$ cat src/rtl/eth_report_tx_if.sv
// Request and AXI-Stream signals of the report transmitter, bundled.
// The "master" modport is the transmitter's view; "slave" is the environment's
// view (request source plus downstream MAC).
interface eth_report_tx_if #(
  parameter int KEY_SIZE = 96
);
  // Handshakes: a transfer happens on a rising clk156 edge where valid and
  // ready are both 1. Valid, and the payload that goes with it, stay stable
  // until that transfer. Ready may change freely.
  logic                req_valid;
  logic                req_ready;
  logic [KEY_SIZE-1:0] req_key;
  logic [3:0]          req_flag;

  logic                m_axis_tready;
  logic                m_axis_tvalid;
  logic [63:0]         m_axis_tdata;
  logic [7:0]          m_axis_tkeep;
  logic                m_axis_tlast;
  logic                m_axis_tuser;

  modport master (
    input  req_valid, req_key, req_flag, m_axis_tready,
    output req_ready, m_axis_tvalid, m_axis_tdata, m_axis_tkeep,
           m_axis_tlast, m_axis_tuser
  );

  modport slave (
    output req_valid, req_key, req_flag, m_axis_tready,
    input  req_ready, m_axis_tvalid, m_axis_tdata, m_axis_tkeep,
           m_axis_tlast, m_axis_tuser
  );
endinterface

$ cat src/rtl/eth_report_tx.sv
// Report frame transmitter: for each accepted request (key + flag) emit one
// fixed 60-byte Ethernet/IPv4/UDP frame on a 64-bit AXI-Stream. The IPv4 header
// checksum is computed per frame, and each frame carries a 16-bit sequence
// number.
module eth_report_tx #(
  parameter int          KEY_SIZE     = 96,
  parameter logic [47:0] SRC_MAC      = 48'h0022_3344_5566,
  parameter logic [47:0] DST_MAC      = 48'h90e2_ba5d_91d1,
  parameter logic [31:0] SRC_IP       = 32'hc0a8_0164,
  parameter logic [31:0] DST_IP       = 32'hc0a8_0162,
  parameter logic [15:0] UDP_SRC_PORT = 16'd12345,
  parameter logic [15:0] UDP_DST_PORT = 16'd12345
) (
  input  logic                  clk156,
  input  logic                  eth_rst,
  eth_report_tx_if.master       bus,
  output logic [15:0]           tx_seq,
  output logic [1:0]            state_dbg
);

  typedef enum logic [1:0] {
    IDLE      = 2'd0,
    CSUM_ADD  = 2'd1,
    CSUM_FOLD = 2'd2,
    SEND      = 2'd3
  } state_t;

  state_t              state_q, state_d;
  logic [2:0]          beat_q, beat_d;
  logic [KEY_SIZE-1:0] key_q;
  logic [3:0]          flag_q;
  logic [15:0]         seq_l_q;
  logic [19:0]         sum_q;
  logic [15:0]         csum_q;
  logic [15:0]         tx_seq_q;

  logic                accept;
  logic                beat_fire;
  logic [16:0]         fold1;
  logic [15:0]         fold2;
  logic [479:0]        frame_be;
  logic [511:0]        frame_le;

  // Ready only in IDLE, and never while reset is asserted, so reset always
  // wins over a simultaneous request.
  assign bus.req_ready = (state_q == IDLE) && !eth_rst;
  assign accept        = bus.req_valid && bus.req_ready;
  assign beat_fire     = (state_q == SEND) && bus.m_axis_tready;
  assign tx_seq        = tx_seq_q;
  assign state_dbg     = state_q;

  // Ones-complement fold of the 20-bit header sum; the second fold absorbs a
  // carry produced by the first.
  always_comb begin
    fold1 = {1'b0, sum_q[15:0]} + {13'h0, sum_q[19:16]};
    fold2 = fold1[15:0] + {15'h0, fold1[16]};
  end

  // Whole frame in network byte order, then byte-reversed so that frame
  // byte n lands in bits [8n+7:8n] and a beat is a straight 64-bit slice.
  always_comb begin
    frame_be = {DST_MAC, SRC_MAC, 16'h0800,
                8'h45, 8'h00, 16'h002E, seq_l_q, 16'h4000, 8'h40, 8'h11,
                csum_q, SRC_IP, DST_IP,
                UDP_SRC_PORT, UDP_DST_PORT, 16'h001A, 16'h0000,
                seq_l_q, {4'h0, flag_q}, 8'h00, key_q, 16'h0000};
    frame_le = '0;
    for (int n = 0; n < 60; n++) begin
      frame_le[8*n +: 8] = frame_be[479-8*n -: 8];
    end
  end

  // State register, request latch, checksum pipeline and sequence counter.
  always_ff @(posedge clk156) begin
    if (eth_rst) begin
      state_q  <= IDLE;
      beat_q   <= 3'd0;
      key_q    <= '0;
      flag_q   <= 4'h0;
      seq_l_q  <= 16'h0;
      sum_q    <= 20'h0;
      csum_q   <= 16'h0;
      tx_seq_q <= 16'h0;
    end else begin
      state_q <= state_d;
      beat_q  <= beat_d;
      if (accept) begin
        key_q   <= bus.req_key;
        flag_q  <= bus.req_flag;
        seq_l_q <= tx_seq_q;
      end
      if (state_q == CSUM_ADD) begin
        // Ten header words, checksum field counted as zero.
        sum_q <= 20'h04500 + 20'h0002E + {4'h0, seq_l_q} + 20'h04000
               + 20'h04011 + 20'h00000
               + {4'h0, SRC_IP[31:16]} + {4'h0, SRC_IP[15:0]}
               + {4'h0, DST_IP[31:16]} + {4'h0, DST_IP[15:0]};
      end
      if (state_q == CSUM_FOLD) begin
        csum_q <= ~fold2;
      end
      if (beat_fire && (beat_q == 3'd7)) begin
        tx_seq_q <= tx_seq_q + 16'd1;
      end
    end
  end

  // Next-state logic: accept, two checksum cycles, then eight beats.
  always_comb begin
    state_d = state_q;
    beat_d  = beat_q;
    case (state_q)
      IDLE: begin
        if (accept) state_d = CSUM_ADD;
      end
      CSUM_ADD: begin
        state_d = CSUM_FOLD;
      end
      CSUM_FOLD: begin
        state_d = SEND;
        beat_d  = 3'd0;
      end
      SEND: begin
        if (beat_fire) begin
          if (beat_q == 3'd7) begin
            state_d = IDLE;
          end else begin
            beat_d = beat_q + 3'd1;
          end
        end
      end
      default: state_d = IDLE;
    endcase
  end

  // Stream outputs depend only on state and beat, so they hold while stalled.
  always_comb begin
    bus.m_axis_tvalid = 1'b0;
    bus.m_axis_tdata  = 64'h0;
    bus.m_axis_tkeep  = 8'h00;
    bus.m_axis_tlast  = 1'b0;
    bus.m_axis_tuser  = 1'b0;
    if (state_q == SEND) begin
      bus.m_axis_tvalid = 1'b1;
      bus.m_axis_tdata  = frame_le[{beat_q, 6'b0} +: 64];
      bus.m_axis_tkeep  = (beat_q == 3'd7) ? 8'h0F : 8'hFF;
      bus.m_axis_tlast  = (beat_q == 3'd7);
    end
  end

endmodule

$ cat src/flat_wrapper.sv
// flat-port wrapper written by rule: the top's interface ports become plain ports
module eth_report_tx_flat 
#(
  parameter int          KEY_SIZE     = 96,
  parameter logic [47:0] SRC_MAC      = 48'h0022_3344_5566,
  parameter logic [47:0] DST_MAC      = 48'h90e2_ba5d_91d1,
  parameter logic [31:0] SRC_IP       = 32'hc0a8_0164,
  parameter logic [31:0] DST_IP       = 32'hc0a8_0162,
  parameter logic [15:0] UDP_SRC_PORT = 16'd12345,
  parameter logic [15:0] UDP_DST_PORT = 16'd12345
)
  (clk156, eth_rst, tx_seq, state_dbg, bus_req_valid, bus_req_key, bus_req_flag, bus_m_axis_tready, bus_req_ready, bus_m_axis_tvalid, bus_m_axis_tdata, bus_m_axis_tkeep, bus_m_axis_tlast, bus_m_axis_tuser);
  eth_report_tx_if #(.KEY_SIZE(KEY_SIZE)) bus_i ();
  input  logic clk156;
  input  logic eth_rst;
  output logic [15:0] tx_seq;
  output logic [1:0] state_dbg;
  input wire logic [$bits(bus_i.req_valid)-1:0] bus_req_valid;
  input wire logic [$bits(bus_i.req_key)-1:0] bus_req_key;
  input wire logic [$bits(bus_i.req_flag)-1:0] bus_req_flag;
  input wire logic [$bits(bus_i.m_axis_tready)-1:0] bus_m_axis_tready;
  output wire logic [$bits(bus_i.req_ready)-1:0] bus_req_ready;
  output wire logic [$bits(bus_i.m_axis_tvalid)-1:0] bus_m_axis_tvalid;
  output wire logic [$bits(bus_i.m_axis_tdata)-1:0] bus_m_axis_tdata;
  output wire logic [$bits(bus_i.m_axis_tkeep)-1:0] bus_m_axis_tkeep;
  output wire logic [$bits(bus_i.m_axis_tlast)-1:0] bus_m_axis_tlast;
  output wire logic [$bits(bus_i.m_axis_tuser)-1:0] bus_m_axis_tuser;
  assign bus_i.req_valid = bus_req_valid;
  assign bus_i.req_key = bus_req_key;
  assign bus_i.req_flag = bus_req_flag;
  assign bus_i.m_axis_tready = bus_m_axis_tready;
  assign bus_req_ready = bus_i.req_ready;
  assign bus_m_axis_tvalid = bus_i.m_axis_tvalid;
  assign bus_m_axis_tdata = bus_i.m_axis_tdata;
  assign bus_m_axis_tkeep = bus_i.m_axis_tkeep;
  assign bus_m_axis_tlast = bus_i.m_axis_tlast;
  assign bus_m_axis_tuser = bus_i.m_axis_tuser;
  eth_report_tx #(.KEY_SIZE(KEY_SIZE), .SRC_MAC(SRC_MAC), .DST_MAC(DST_MAC), .SRC_IP(SRC_IP), .DST_IP(DST_IP), .UDP_SRC_PORT(UDP_SRC_PORT), .UDP_DST_PORT(UDP_DST_PORT)) u_core (.clk156(clk156), .eth_rst(eth_rst), .bus(bus_i), .tx_seq(tx_seq), .state_dbg(state_dbg));
endmodule
$ cat config.mk
export PLATFORM = sky130hd
export DESIGN_NAME = eth_report_tx_flat
export DESIGN_NICKNAME = d
export VERILOG_FILES = /design/src/rtl/eth_report_tx_if.sv /design/src/rtl/eth_report_tx.sv /design/src/flat_wrapper.sv
export SDC_FILE = /design/constraint.sdc
export NUM_CORES = 1
export LEC_CHECK = 0
export BUFFER_PORTS_ARGS = -buffer_cell sky130_fd_sc_hd__buf_2
export CAP_MARGIN = 30
export CORE_MARGIN = 8
export CORE_UTILIZATION = 30
export CTS_BUF_LIST = sky130_fd_sc_hd__clkbuf_8
export CTS_CLUSTER_DIAMETER = 60
export CTS_CLUSTER_SIZE = 14
export DETAILED_ROUTE_END_ITERATION = 8
export GPL_TIMING_DRIVEN = 0
export SLEW_MARGIN = 25
export SYNTH_ARGS = -nofsm -noshare
export SYNTH_HDL_FRONTEND = slang
export SYNTH_SLANG_ARGS = --single-unit
$ cat constraint.sdc
create_clock -name clk156 -period 7 [get_ports clk156]
set_input_delay 1.05 -clock clk156 [delete_from_list [all_inputs] [get_ports clk156]]
set_output_delay 1.05 -clock clk156 [all_outputs]
set_load 0.01 [all_outputs]
==> out/summary.log, run 1 <==
[yosys] Netlist cell types 74
[drt] total wirelength of the detailed-routed design 36,100 um
[sta] final number of setup-violating endpoints 0
[setup_path] worst path arrival time 3150 ps
[layout] FILL cells 3,364
[layout] area growth from synthesis to final layout 20.60%
[pwr] overall power 2895 uW
[yosys] cell area after synthesis 0.009414 sq mm
[sta] Tcrit/Tclk final 0.6004
[setup_path] Critical Path RT 5950 ps
[run_status] run status completed
[cts] clock latency of the later-clocked register in the worst-skew pair 490 ps
[setup_path] start-to-end type of the worst setup path register to output pin
[hold_path] worst hold path cell count 2
[layout] final design utilization 0.3635
[flow_run] Maximum Capacitance Violations 0
[place] GPL Wtd Cong 0.9101
[floorplan] site row count 65
[pwr] leakage power 0.004452 uW
[sta] Final Max Tran Viols 0
[sta] minimum period implied by the final worst setup slack 4203 ps
[cts] maximum clock path buffer count 2
[yosys] gate count of the mapped netlist 1,224
[setup_path] Critical Path Start Type register
[hold_path] startpoint of the most critical hold path u_core.key_q[83]
[setup_path] worst reg2reg path depth 10
[sta] RSZ-0062 raised after global routing false
[grt] via count of the first global-routing pass 9,131
[setup_path] crit-path max FO 10
[cts] Root Buffer clkbuf_8
[yosys] main combinational cell family by area after synthesis simple AND/OR/NAND/NOR gates
[layout] Multi-input gate area 0.005414 sq mm
[yosys] most used flip-flop cell after synthesis dfxtp_1
[yosys] number of nets produced by synthesis 1,350
[drt] DR vias/cell 5.255
[drt] DR vias 9,753
[floorplan] effective utilization at floorplan 0.3014
[cts] total number of H-tree levels 4
[drt] DRT iter0 DRCs 966
[sta] Min Hold Slack 478.1 ps
[layout] layout net count 1,564
[cts] number of gates given a new drive strength after cts 0
[grt] maximum number of pins on one net before global-route repair 17
[cts] clock transition at the registers of the reported paths 100 ps
[hold_path] Hold EP u_core.key_q[83]
[cts] number of buffers created by CTS 17
[yosys] share of flip-flops with an asynchronous set or reset 0
[pwr] Worst IR Drop VDD 0.1319 mV
[floorplan] Die W 193.1 um
[layout] sequential standard cell area 0.003443 sq mm
[cts] sink count of the clock tree 172
[sta] fmax 237.9 MHz
[grt] total track usage 0.1864
[yosys] #FFs+latches synth 172
[yosys] multiplexer fraction of the synthesized cell area 0.02339
[cts] number of hold buffers added after CTS 0
[yosys] proportion of synthesized chip area in sequential cells 0.3658
[cts] Post-CTS Setup Bufs 0
[place] number of port buffers 195
[drt] first-pass detailed-route iteration total 5
[yosys] average size of a mapped cell 7.691 sq um
[hold_path] type of the most critical hold path register to register
[setup_path] Critical R2R Capture u_core.key_q[60]
[drt] DRT antenna net count 0
[yosys] synthesized-area fraction occupied by ao, oa, aoi and oai cells 0.2226
[layout] most frequent cells in the layout buf_2, dfxtp_1, nand2_1
[yosys] simple-gate share of the synthesized area 0.2495
[setup_path] R2R Setup Slk 3160 ps
[drt] Routed wire per std cell 19.45 um
[floorplan] die footprint 0.03731 sq mm
[yosys] parity-gate share of the synthesized area counting xor and xnor cells 0.04918
[pwr] Pwr per Cell Area 255.0 mW/mm^2
[grt] antenna violations before repair 1
[yosys] EDFF count, synth 0
[setup_path] source of the worst register-to-register timing path u_core.state_dbg[1]
[drt] # DRC 0
[sta] Worst Skew 16.98 ps
[sta] sum of negative setup slack 0 ps
[grt] global-route wire length before repair 53,250 um
[layout] share of cells above drive strength 1 0.1785
[grt] GRT Residual Overflow 0
[sta] transition time of the tightest slew-check pin 879.5 ps
[sta] relative max-transition margin 0.4137
[yosys] adder and majority gate portion of the synthesized area 0.03004
[floorplan] Die Y-Extent 193.1 um
[floorplan] I/O Pins 198
[sta] number of hold violations in the final report 0
[yosys] warning count from the yosys run 0
[layout] commonest non-fill, non-tap cell in the layout buf_2
[floorplan] Placeable Area 0.03123 sq mm
[setup_path] Setup crit end kind output pin
[cts] clock tree from TritonCTS yes
[place] post-DP HPWL 27,990 um
[cell usage after synthesis (6+ instances only)]
master	instances	area (sq um)
xor2_1	18	157.7
nor3_1	15	75.07
nand2b_1	113	706.9
inv_1	25	93.84
or3_1	6	37.54
buf_1	14	52.55
mux2i_1	22	220.2
buf_4	8	60.06
o22ai_1	10	62.56
nor3b_1	8	60.06
a21oi_1	57	285.3
and3_1	10	62.56
nand2_1	167	626.9
ha_1	21	262.8
o31ai_1	13	97.59
clkbuf_1	77	289.0
a211oi_1	23	172.7
o21ai_0	150	750.7
dfxtp_1	172	3443
nor2_1	122	457.9
nand3_1	16	80.08
buf_2	6	30.03
a221oi_1	16	140.1
xnor2_1	33	289.0
a22oi_1	13	97.59
[where the power goes]
| group | internal [uW] | total (uW) | switching (uW) |
|---|---|---|---|
| clock | 406 | 824 | 418 |
| sequential | 1160 | 1290 | 123 |
| combinational | 281 | 783 | 502 |
| total | 1850 | 2900 | 1040 |
[state kept, by name, summed over array words and instances (netlist names)]
signal,cells
u_core.beat_q,3
u_core.csum_q,16
u_core.flag_q,4
u_core.key_q,96
u_core.seq_l_q,16
u_core.state_dbg,2
u_core.sum_q,19
u_core.tx_seq,16
[worst max-delay path: stages, from the launching register on]
cell and delay [ps]:
dfxtp_1 370, clkbuf_1 160, buf_1 680, clkbuf_1 650, o21ai_0 240, o22a_1 260
nor2_1 140, buf_2 160
[stage by stage]
stage / setup slack, ps / instance area (sq um) / std cells
after floorplan: 3958 / 9414 / 1224
after global placement: 2569 / 10890 / 1821
after detailed placement: 2550 / 10890 / 1821
after CTS: 2905 / 11350 / 1853
after global routing: 2732 / 11350 / 1854
final: 2797 / 11350 / 1856
[how the worst max path moves through the flow]
stage          cells after the start        startpoint  slack, ps             endpoint
6_report                           7  u_core.beat_q[0]       2800  bus_m_axis_tdata[1]
5_1_grt                            7  u_core.beat_q[0]       2730  bus_m_axis_tdata[1]
4_1_cts                            7  u_core.beat_q[0]       2910  bus_m_axis_tdata[1]
3_5_place_dp                       9           eth_rst       2550     u_core.key_q[60]
3_3_place_gp                       9           eth_rst       2570     u_core.key_q[60]
2_1_floorplan                     13   u_core.sum_q[0]       3960    u_core.csum_q[15]
[final cells by class]
type                            count  area share
Antenna cell                        3   0.0006612
Buffer                            108     0.04045
Clock buffer                       18     0.02182
Clock inverter                     14     0.01807
Inverter                           26    0.008596
Multi-Input combinational cell    918      0.4769
Sequential cell                   172      0.3033
Tap cell                          402     0.04430
Timing Repair Buffer              195     0.08596
[routing by layer]
layer | routed length (um) | part of all wire | global-route usage
met5 | 0 | 0 | 0
met4 | 1045 | 0.029 | 0.07041
met3 | 3301 | 0.091 | 0.03903
met2 | 15510 | 0.43 | 0.2785
met1 | 16250 | 0.45 | 0.2597
[kinds of logic after synthesis]
| logic type | count (synthesis) |
|---|---|
| adders and majority gates | 22 |
| xor gates and xnor gates | 52 |
| and+or+nand+nor | 486 |
| muxes | 22 |
| other | 1 |
| AOI/OAI and AO/OA | 335 |
| buffers and inverters | 134 |
| DFF | 172 |
Power figures use the tool's default switching activity.
==> run 2, diff against run 1 <==
--- a/config.mk
+++ b/config.mk
@@ -5,6 +5,7 @@
 export SDC_FILE = /design/constraint.sdc
 export NUM_CORES = 1
 export LEC_CHECK = 0
+export ABC_AREA = 1
 export BUFFER_PORTS_ARGS = -buffer_cell sky130_fd_sc_hd__buf_2
 export CAP_MARGIN = 30
 export CORE_MARGIN = 8
==> constraint.sdc (replaced) <==
create_clock -name clk156 -period 4 [get_ports clk156]
set_input_delay 0.6 -clock clk156 [delete_from_list [all_inputs] [get_ports clk156]]
set_output_delay 0.6 -clock clk156 [all_outputs]
set_load 0.01 [all_outputs]
==> out/summary.log, run 2 <==
[drt] # DRC 0 [unchanged]
[sta] RSZ-0062 raised after global routing false [unchanged]
[layout] post-route cell area 0.01122 sq mm [was 0.01135 sq mm]
[setup_path] start-to-end type of the worst setup path register to output pin [unchanged]
[layout] number of flip-flops in the largest register 96 [unchanged]
[setup_path] worst path arrival time 3020 ps [was 3150 ps]
[layout] commonest non-fill, non-tap cell in the layout nand2_1 [was buf_2]
[layout] largest reg by FF count u_core.key_q [unchanged]
[yosys] top-count cell post-synth nand2_1 [was dfxtp_1]
[place] Cell Area, Placed 0.01085 sq mm [was 0.01089 sq mm]
[floorplan] Die Y-Extent 192.8 um [was 193.1 um]
[layout] Multi-input gate area 0.004856 sq mm [was 0.005414 sq mm]
[setup_path] largest stage delay on the critical path 620 ps [was 680 ps]
[yosys] area leader, netlist dfxtp_1 [unchanged]
[sta] number of hold violations in the final report 0 [unchanged]
[drt] DR vias/cell 4.986 [was 5.255]
[setup_path] cell family contributing the most delay on the critical path buffers and inverters [unchanged]
[yosys] cell types with the largest area share after synthesis dfxtp_1, nand2_1, inv_1, nand3_1, a21oi_1 [was dfxtp_1, o21ai_0, nand2b_1, nand2_1, nor2_1]
[setup_path] last element of the critical path bus_m_axis_tdata[19] [was bus_m_axis_tdata[1]]
[yosys] Netlist cell types 44 [was 74]
[floorplan] site row count 64 [was 65]
[layout] share of cells above drive strength 1 0.1823 [was 0.1785]
[run_status] run status completed [unchanged]
[yosys] cell area after synthesis 0.009376 sq mm [was 0.009414 sq mm]
[cts] clock latency of the later-clocked register in the worst-skew pair 480 ps [was 490 ps]
[grt] antenna violations before repair 2 [was 1]
[setup_path] crit-path cells ha_1, buf_6, clkbuf_1, nand2_1, a211oi_1, buf_2 [was clkbuf_1, buf_1, clkbuf_1, o21ai_0, o22a_1, nor2_1, buf_2]
[yosys] gate count of the mapped netlist 1,401 [was 1,224]
[cts] sink count of the clock tree 172 [unchanged]
[cts] number of hold buffers added after CTS 0 [unchanged]
[pwr] overall power 5722 uW [was 2895 uW]
[yosys] warning count from the yosys run 0 [unchanged]
[setup_path] worst reg2reg path depth 24 [was 10]
[grt] maximum number of pins on one net before global-route repair 18 [was 17]
[layout] final design utilization 0.3660 [was 0.3635]
[layout] leading registers by flop count u_core.key_q x96, u_core.sum_q x19 [unchanged]
[drt] DRT iter0 DRCs 778 [was 966]
[drt] total wirelength of the detailed-routed design 36,160 um [was 36,100 um]
[layout] Antenna Diode Count 0 [was 3]
[yosys] top cell type's share of synthesized area 0.3672 [was 0.3658]
[floorplan] die footprint 0.03717 sq mm [was 0.03731 sq mm]
[yosys] EDFF count, synth 0 [unchanged]
[setup_path] Critical R2R Capture u_core.csum_q[15] [was u_core.key_q[60]]
[cts] number of gates given a new drive strength after cts 0 [unchanged]
[drt] first-pass detailed-route iteration total 5 [unchanged]
[sta] relative max-transition margin 0.4691 [was 0.4137]
[sta] transition time of the tightest slew-check pin 796.3 ps [was 879.5 ps]
[sta] Min Hold Slack 306.0 ps [was 478.1 ps]
[layout] FILL cells 3,313 [was 3,364]
[grt] global-route wire length before repair 55,030 um [was 53,250 um]
[setup_path] Crit. path cell count 6 [was 7]
[layout] sequential standard cell area 0.003443 sq mm [unchanged]
[cts] Root Buffer clkbuf_8 [unchanged]
[place] GPL Wtd Cong 0.9206 [was 0.9101]
[sta] Tcrit/Tclk final 0.9051
[setup_path] sum of buffers and inverters on the critical path 3 [was 4]
[yosys] average size of a mapped cell 6.693 sq um [was 7.691 sq um]
[setup_path] Critical Path Start Type register [unchanged]
[flow_run] Maximum Capacitance Violations 0 [unchanged]
[hold_path] type of the most critical hold path primary input to register [was register to register]
[grt] total track usage 0.1907 [was 0.1864]
[setup_path] R2R Setup Slk 400 ps [was 3160 ps]
[layout] layout net count 1,742 [was 1,564]
[setup_path] Worst setup startpoint u_core.state_dbg[1] [was u_core.beat_q[0]]
[drt] DR vias 10,097 [was 9,753]
[place] number of port buffers 196 [was 195]
[grt] GRT Residual Overflow 0 [unchanged]
[yosys] leading cell types by count after synthesis nand2_1, inv_1, dfxtp_1 [was dfxtp_1, nand2_1, o21ai_0]
[grt] via count of the first global-routing pass 9,802 [was 9,131]
[floorplan] Die W 192.8 um [was 193.1 um]
[setup_path] Setup crit end kind output pin [unchanged]
[pwr] Worst IR Drop VDD 0.2286 mV [was 0.1319 mV]
[sta] final number of setup-violating endpoints 0 [unchanged]
[floorplan] effective utilization at floorplan 0.3057 [was 0.3014]
[cts] Post-CTS Setup Bufs 0 [unchanged]
[yosys] share of flip-flops with an asynchronous set or reset 0 [unchanged]
[setup_path] Crit-path slowest cell a211oi_1 [was buf_1]
[sta] minimum period implied by the final worst setup slack 3620 ps
[floorplan] Placeable Area 0.03067 sq mm [was 0.03123 sq mm]
[place] post-DP HPWL 29,010 um [was 27,990 um]
[yosys] #FFs+latches synth 172 [unchanged]
[pwr] leakage power 0.005378 uW [was 0.004452 uW]
[sta] Final Max Tran Viols 0 [unchanged]
[drt] DRT antenna net count 0 [unchanged]
[floorplan] I/O Pins 198 [unchanged]
[yosys] proportion of synthesized chip area in sequential cells 0.3672 [was 0.3658]
[cts] clock tree from TritonCTS yes [unchanged]
[pwr] Pwr per Cell Area 509.8 mW/mm^2 [was 255.0 mW/mm^2]
[cts] number of buffers created by CTS 17 [unchanged]
[layout] area growth from synthesis to final layout 19.71% [was 20.60%]
[yosys] most used flip-flop cell after synthesis dfxtp_1 [unchanged]
[cts] maximum clock path buffer count 2 [unchanged]
[layout] most frequent cells in the layout nand2_1, buf_2, inv_1 [was buf_2, dfxtp_1, nand2_1]
[setup_path] source of the worst register-to-register timing path u_core.sum_q[16] [was u_core.state_dbg[1]]
[drt] Routed wire per std cell 17.86 um [was 19.45 um]
[cts] clock transition at the registers of the reported paths 110 ps [was 100 ps]
[yosys] number of nets produced by synthesis 1,527 [was 1,350]
[cts] total number of H-tree levels 4 [unchanged]
[sta] sum of negative setup slack 0 ps [unchanged]
[setup_path] crit-path max FO 10 [unchanged]
[sta] Worst Skew 16.58 ps [was 16.98 ps]
[setup_path] Critical Path RT 3400 ps [was 5950 ps]
[sta] fmax 276.2 MHz
-- run 2: cell count changes after synthesis, sizes merged, moves of 10 or more --
cell,before,now
a211oi,25,11
a21oi,58,114
and3,10,0
clkbuf,78,51
inv,25,185
mux2i,22,0
nand2,167,336
nand2b,113,0
nand3,16,137
nand4,3,15
o21ai,151,117
o221ai,1,17
o31ai,13,0
xnor2,34,2
-- run 2: through the flow --
step | setup slack [ps] | std cells
2_1_floorplan | 1210 | 1401
3_3_place_gp | 358.7 | 1993
3_5_place_dp | 320.5 | 1993
4_1_cts | 282.0 | 2025
5_1_grt | 11.58 | 2025
6_report | 379.5 | 2025
-- run 2: area by class of cell --
class	instances	share of cell area
multi-input combinational	959	0.4326
buffer	82	0.03355
tap	396	0.04414
clock buffer	17	0.02084
timing repair buffer	196	0.08739
inverter	188	0.06287
sequential	172	0.3068
clock inverter	15	0.01182
-- run 2: per-layer routing --
metal  part of all wire  GRT usage  routed length, um  vias up
li1                   -          -                  -     5020
met1               0.45     0.2511              16110     4671
met2               0.46     0.3101              16700      355
met3              0.072    0.04048               2597       47
met4              0.020    0.05347                728        4
met5            0.00069          0                 25        -
-- run 2: worst min-delay path by stage --
stage	slack (ps)	to	cells after the start	start
after floorplan	420	u_core.sum_q[18]	2	u_core.sum_q[18]
after global placement	430	u_core.sum_q[18]	2	u_core.sum_q[18]
after detailed placement	440	u_core.key_q[37]	2	u_core.key_q[37]
after CTS	280	u_core.key_q[47]	3	bus_req_key[47]
after global routing	280	u_core.key_q[27]	3	bus_req_key[27]
final	310	u_core.key_q[15]	3	bus_req_key[15]
-- run 2: kinds of logic (layout without fill, tap and decap cells) --
family | count (synthesis) | count (layout) | synth area share
adder cells (fa/ha/maj) | 22 | 22 | 0.03016
AO/OA/AOI/OAI | 304 | 304 | 0.1862
other | 1 | 1 | 0.0003999
XOR/XNOR | 12 | 12 | 0.01281
AND/OR/NAND/NOR | 620 | 620 | 0.2878
buffers and inverters | 270 | 498 | 0.1154
flip-flops | 172 | 172 | 0.3672
-- run 2: tightest hold or removal path, stage by stage --
cell     delay [ps]
buf_2            70
nand2_1          40
nand2_1          50
-- run 2: where the power goes --
group	total (uW)	internal, uW	switching [uW]
clock	1200	452	745
sequential	2280	2040	233
combinational	2250	687	1560
total	5720	3180	2540
==> run 3, diff against run 2 <==
--- a/config.mk
+++ b/config.mk
@@ -5,7 +5,6 @@
 export SDC_FILE = /design/constraint.sdc
 export NUM_CORES = 1
 export LEC_CHECK = 0
-export ABC_AREA = 1
 export BUFFER_PORTS_ARGS = -buffer_cell sky130_fd_sc_hd__buf_2
 export CAP_MARGIN = 30
 export CORE_MARGIN = 8
==> out/summary.log, run 3 (synthesis gave the netlist of run 1 again) <==
[run_status] run status completed [unchanged]
[drt] Routed wire per std cell 19.44 um [was 17.86 um]
[layout] FILL cells 3,364 [was 3,313]
[place] number of port buffers 195 [was 196]
[cts] sink count of the clock tree 172 [unchanged]
[layout] most frequent cells in the layout buf_2, dfxtp_1, nand2_1 [was nand2_1, buf_2, inv_1]
[place] post-DP HPWL 27,990 um [was 29,010 um]
[drt] DRT antenna net count 0 [unchanged]
[floorplan] site row count 65 [was 64]
[setup_path] worst reg2reg path depth 10 [was 24]
[setup_path] Setup crit end kind output pin [unchanged]
[cts] clock latency of the later-clocked register in the worst-skew pair 490 ps [was 480 ps]
[setup_path] Crit-path slowest cell buf_1 [was a211oi_1]
[setup_path] Crit. path cell count 6 [unchanged]
[layout] commonest non-fill, non-tap cell in the layout buf_2 [was nand2_1]
[sta] final number of setup-violating endpoints 0 [unchanged]
[sta] RSZ-0062 raised after global routing false [unchanged]
[place] pre-CTS setup slack -0.1825 ps [was 320.5 ps]
[floorplan] Placeable Area 0.03123 sq mm [was 0.03067 sq mm]
[layout] post-route cell area 0.01135 sq mm [was 0.01122 sq mm]
[grt] via count of the first global-routing pass 9,131 [was 9,802]
[setup_path] largest stage delay on the critical path 660 ps [was 620 ps]
[setup_path] worst path arrival time 3220 ps [was 3020 ps]
[pwr] Worst IR Drop VDD 0.2310 mV [was 0.2286 mV]
[cts] number of buffers created by CTS 17 [unchanged]
[setup_path] Critical Path RT 3400 ps [about the same]
[floorplan] die footprint 0.03731 sq mm [was 0.03717 sq mm]
[drt] total wirelength of the detailed-routed design 36,080 um [was 36,160 um]
[cts] clock tree from TritonCTS yes [unchanged]
[pwr] Pwr per Cell Area 446.1 mW/mm^2 [was 509.8 mW/mm^2]
[hold_path] type of the most critical hold path primary input to register [unchanged]
[grt] total track usage 0.1864 [was 0.1907]
[drt] DR vias/cell 5.225 [was 4.986]
[cts] total number of H-tree levels 4 [unchanged]
[sta] final critical-path setup slack 184.0 ps [was 379.5 ps]
[drt] DRT iter0 DRCs 989 [was 778]
[grt] global-route wire length before repair 53,250 um [was 55,030 um]
[layout] share of cells above drive strength 1 0.1792 [was 0.1823]
[sta] relative max-transition margin 0.4251 [was 0.4691]
[sta] Final Max Tran Viols 0 [unchanged]
[sta] Tcrit/Tclk final 0.9540 [was 0.9051]
[layout] layout net count 1,564 [was 1,742]
[cts] Post-CTS Setup Bufs 0 [unchanged]
[sta] number of hold violations in the final report 0 [unchanged]
[floorplan] Die Y-Extent 193.1 um [was 192.8 um]
[pwr] leakage power 0.004455 uW [was 0.005378 uW]
[floorplan] I/O Pins 198 [unchanged]
[sta] transition time of the tightest slew-check pin 862.4 ps [was 796.3 ps]
[grt] antenna violations before repair 1 [was 2]
[grt] maximum number of pins on one net before global-route repair 17 [was 18]
[setup_path] start-to-end type of the worst setup path register to output pin [unchanged]
[sta] minimum period implied by the final worst setup slack 3816 ps [was 3620 ps]
[cts] clock transition at the registers of the reported paths 100 ps [was 110 ps]
[sta] Worst Skew 13.81 ps [was 16.58 ps]
[drt] DR vias 9,697 [was 10,097]
[setup_path] crit-path max FO 10 [unchanged]
[layout] number of flip-flops in the largest register 96 [unchanged]
[layout] leading registers by flop count u_core.key_q x96, u_core.sum_q x19 [unchanged]
[sta] fmax 262.1 MHz [was 276.2 MHz]
[cts] maximum clock path buffer count 2 [unchanged]
[pwr] overall power 5065 uW [was 5722 uW]
[setup_path] Critical Path Start Type register [unchanged]
[setup_path] CP dominant cell by count clkbuf_1
[cts] Root Buffer clkbuf_8 [unchanged]
[drt] # DRC 0 [unchanged]
[floorplan] Die W 193.1 um [was 192.8 um]
[layout] area growth from synthesis to final layout 20.61% [was 19.71%]
[flow_run] Maximum Capacitance Violations 0 [unchanged]
[floorplan] effective utilization at floorplan 0.3014 [was 0.3057]
[place] GPL Wtd Cong 0.9101 [was 0.9206]
[setup_path] crit-path cells clkbuf_1, buf_1, clkbuf_1, o21ai_0, nor3b_1, buf_2 [was ha_1, buf_6, clkbuf_1, nand2_1, a211oi_1, buf_2]
[hold_path] worst hold path cell count 3 [unchanged]
[drt] first-pass detailed-route iteration total 5 [unchanged]
[grt] GRT Residual Overflow 0 [unchanged]
[setup_path] cell family contributing the most delay on the critical path buffers and inverters [unchanged]
[setup_path] sum of buffers and inverters on the critical path 4 [was 3]
[place] Cell Area, Placed 0.01089 sq mm [was 0.01085 sq mm]
[layout] largest reg by FF count u_core.key_q [unchanged]
==> run 3: worst paths after layout <==
path	slack [ps]	startpoint	to
hold / removal	310	bus_req_key[39]	u_core.key_q[39]
setup / recovery	180	u_core.beat_q[0]	bus_m_axis_tdata[10]
setup reg to reg	270	u_core.state_dbg[1]	u_core.seq_l_q[13]
hold reg to reg	470	u_core.key_q[83]	u_core.key_q[83]
==> run 3: stage by stage <==
| step | instances | setup TNS [ps] | hold slack, ps | utilization |
|---|---|---|---|---|
| 5_1_grt | 1854 | 0 | 294.7 | 0.3634 |
| 6_report | 1856 | 0 | 307.4 | 0.3636 |
| 2_1_floorplan | 1224 | 0 | 442.0 | - |
| 3_5_place_dp | 1821 | -0.1825 | 457.4 | 0.3488 |
| 4_1_cts | 1853 | 0 | 285.5 | 0.3633 |
| 3_3_place_gp | 1821 | 0 | 455.0 | 0.3488 |
==> run 3: what timing repair did <==
action                                  CTS  global route
endpoints found under the setup margin    0             1
endpoints found under the hold margin     0             0
resized for setup                         0             3
hold buffers                              0             0
==> run 3: layout make-up <==
| cell class | count | area, sq um | area share |
|---|---|---|---|
| Tap cell | 402 | 503.0 | 0.04430 |
| Timing Repair Buffer | 195 | 975.9 | 0.08595 |
| Inverter | 26 | 97.59 | 0.008595 |
| Clock buffer | 18 | 247.7 | 0.02182 |
| Buffer | 108 | 460.4 | 0.04055 |
| Sequential cell | 172 | 3443 | 0.3033 |
| Clock inverter | 14 | 205.2 | 0.01807 |
| Multi-Input combinational cell | 918 | 5414 | 0.4768 |
| Antenna cell | 3 | 7.507 | 0.0006612 |
==> run 3: worst min-delay path, cell delays in order <==
cell and delay (ps):
buf_2 80, nand2_1 40, o21ai_0 50
==> run 3: per-layer routing <==
metal / wire, um / part of all wire / GRT usage
met2: 15550 / 0.43 / 0.2785
met4: 1004 / 0.028 / 0.07041
met5: 0 / 0 / 0
met1: 16410 / 0.45 / 0.2597
met3: 3112 / 0.086 / 0.03903
==> run 3: power breakdown <==
part           leakage (uW)  switching, uW  internal, uW
Clock              0.000229            729           711
Sequential          0.00141            214          2040
Combinational       0.00282            880           492
Total               0.00446           1820          3240
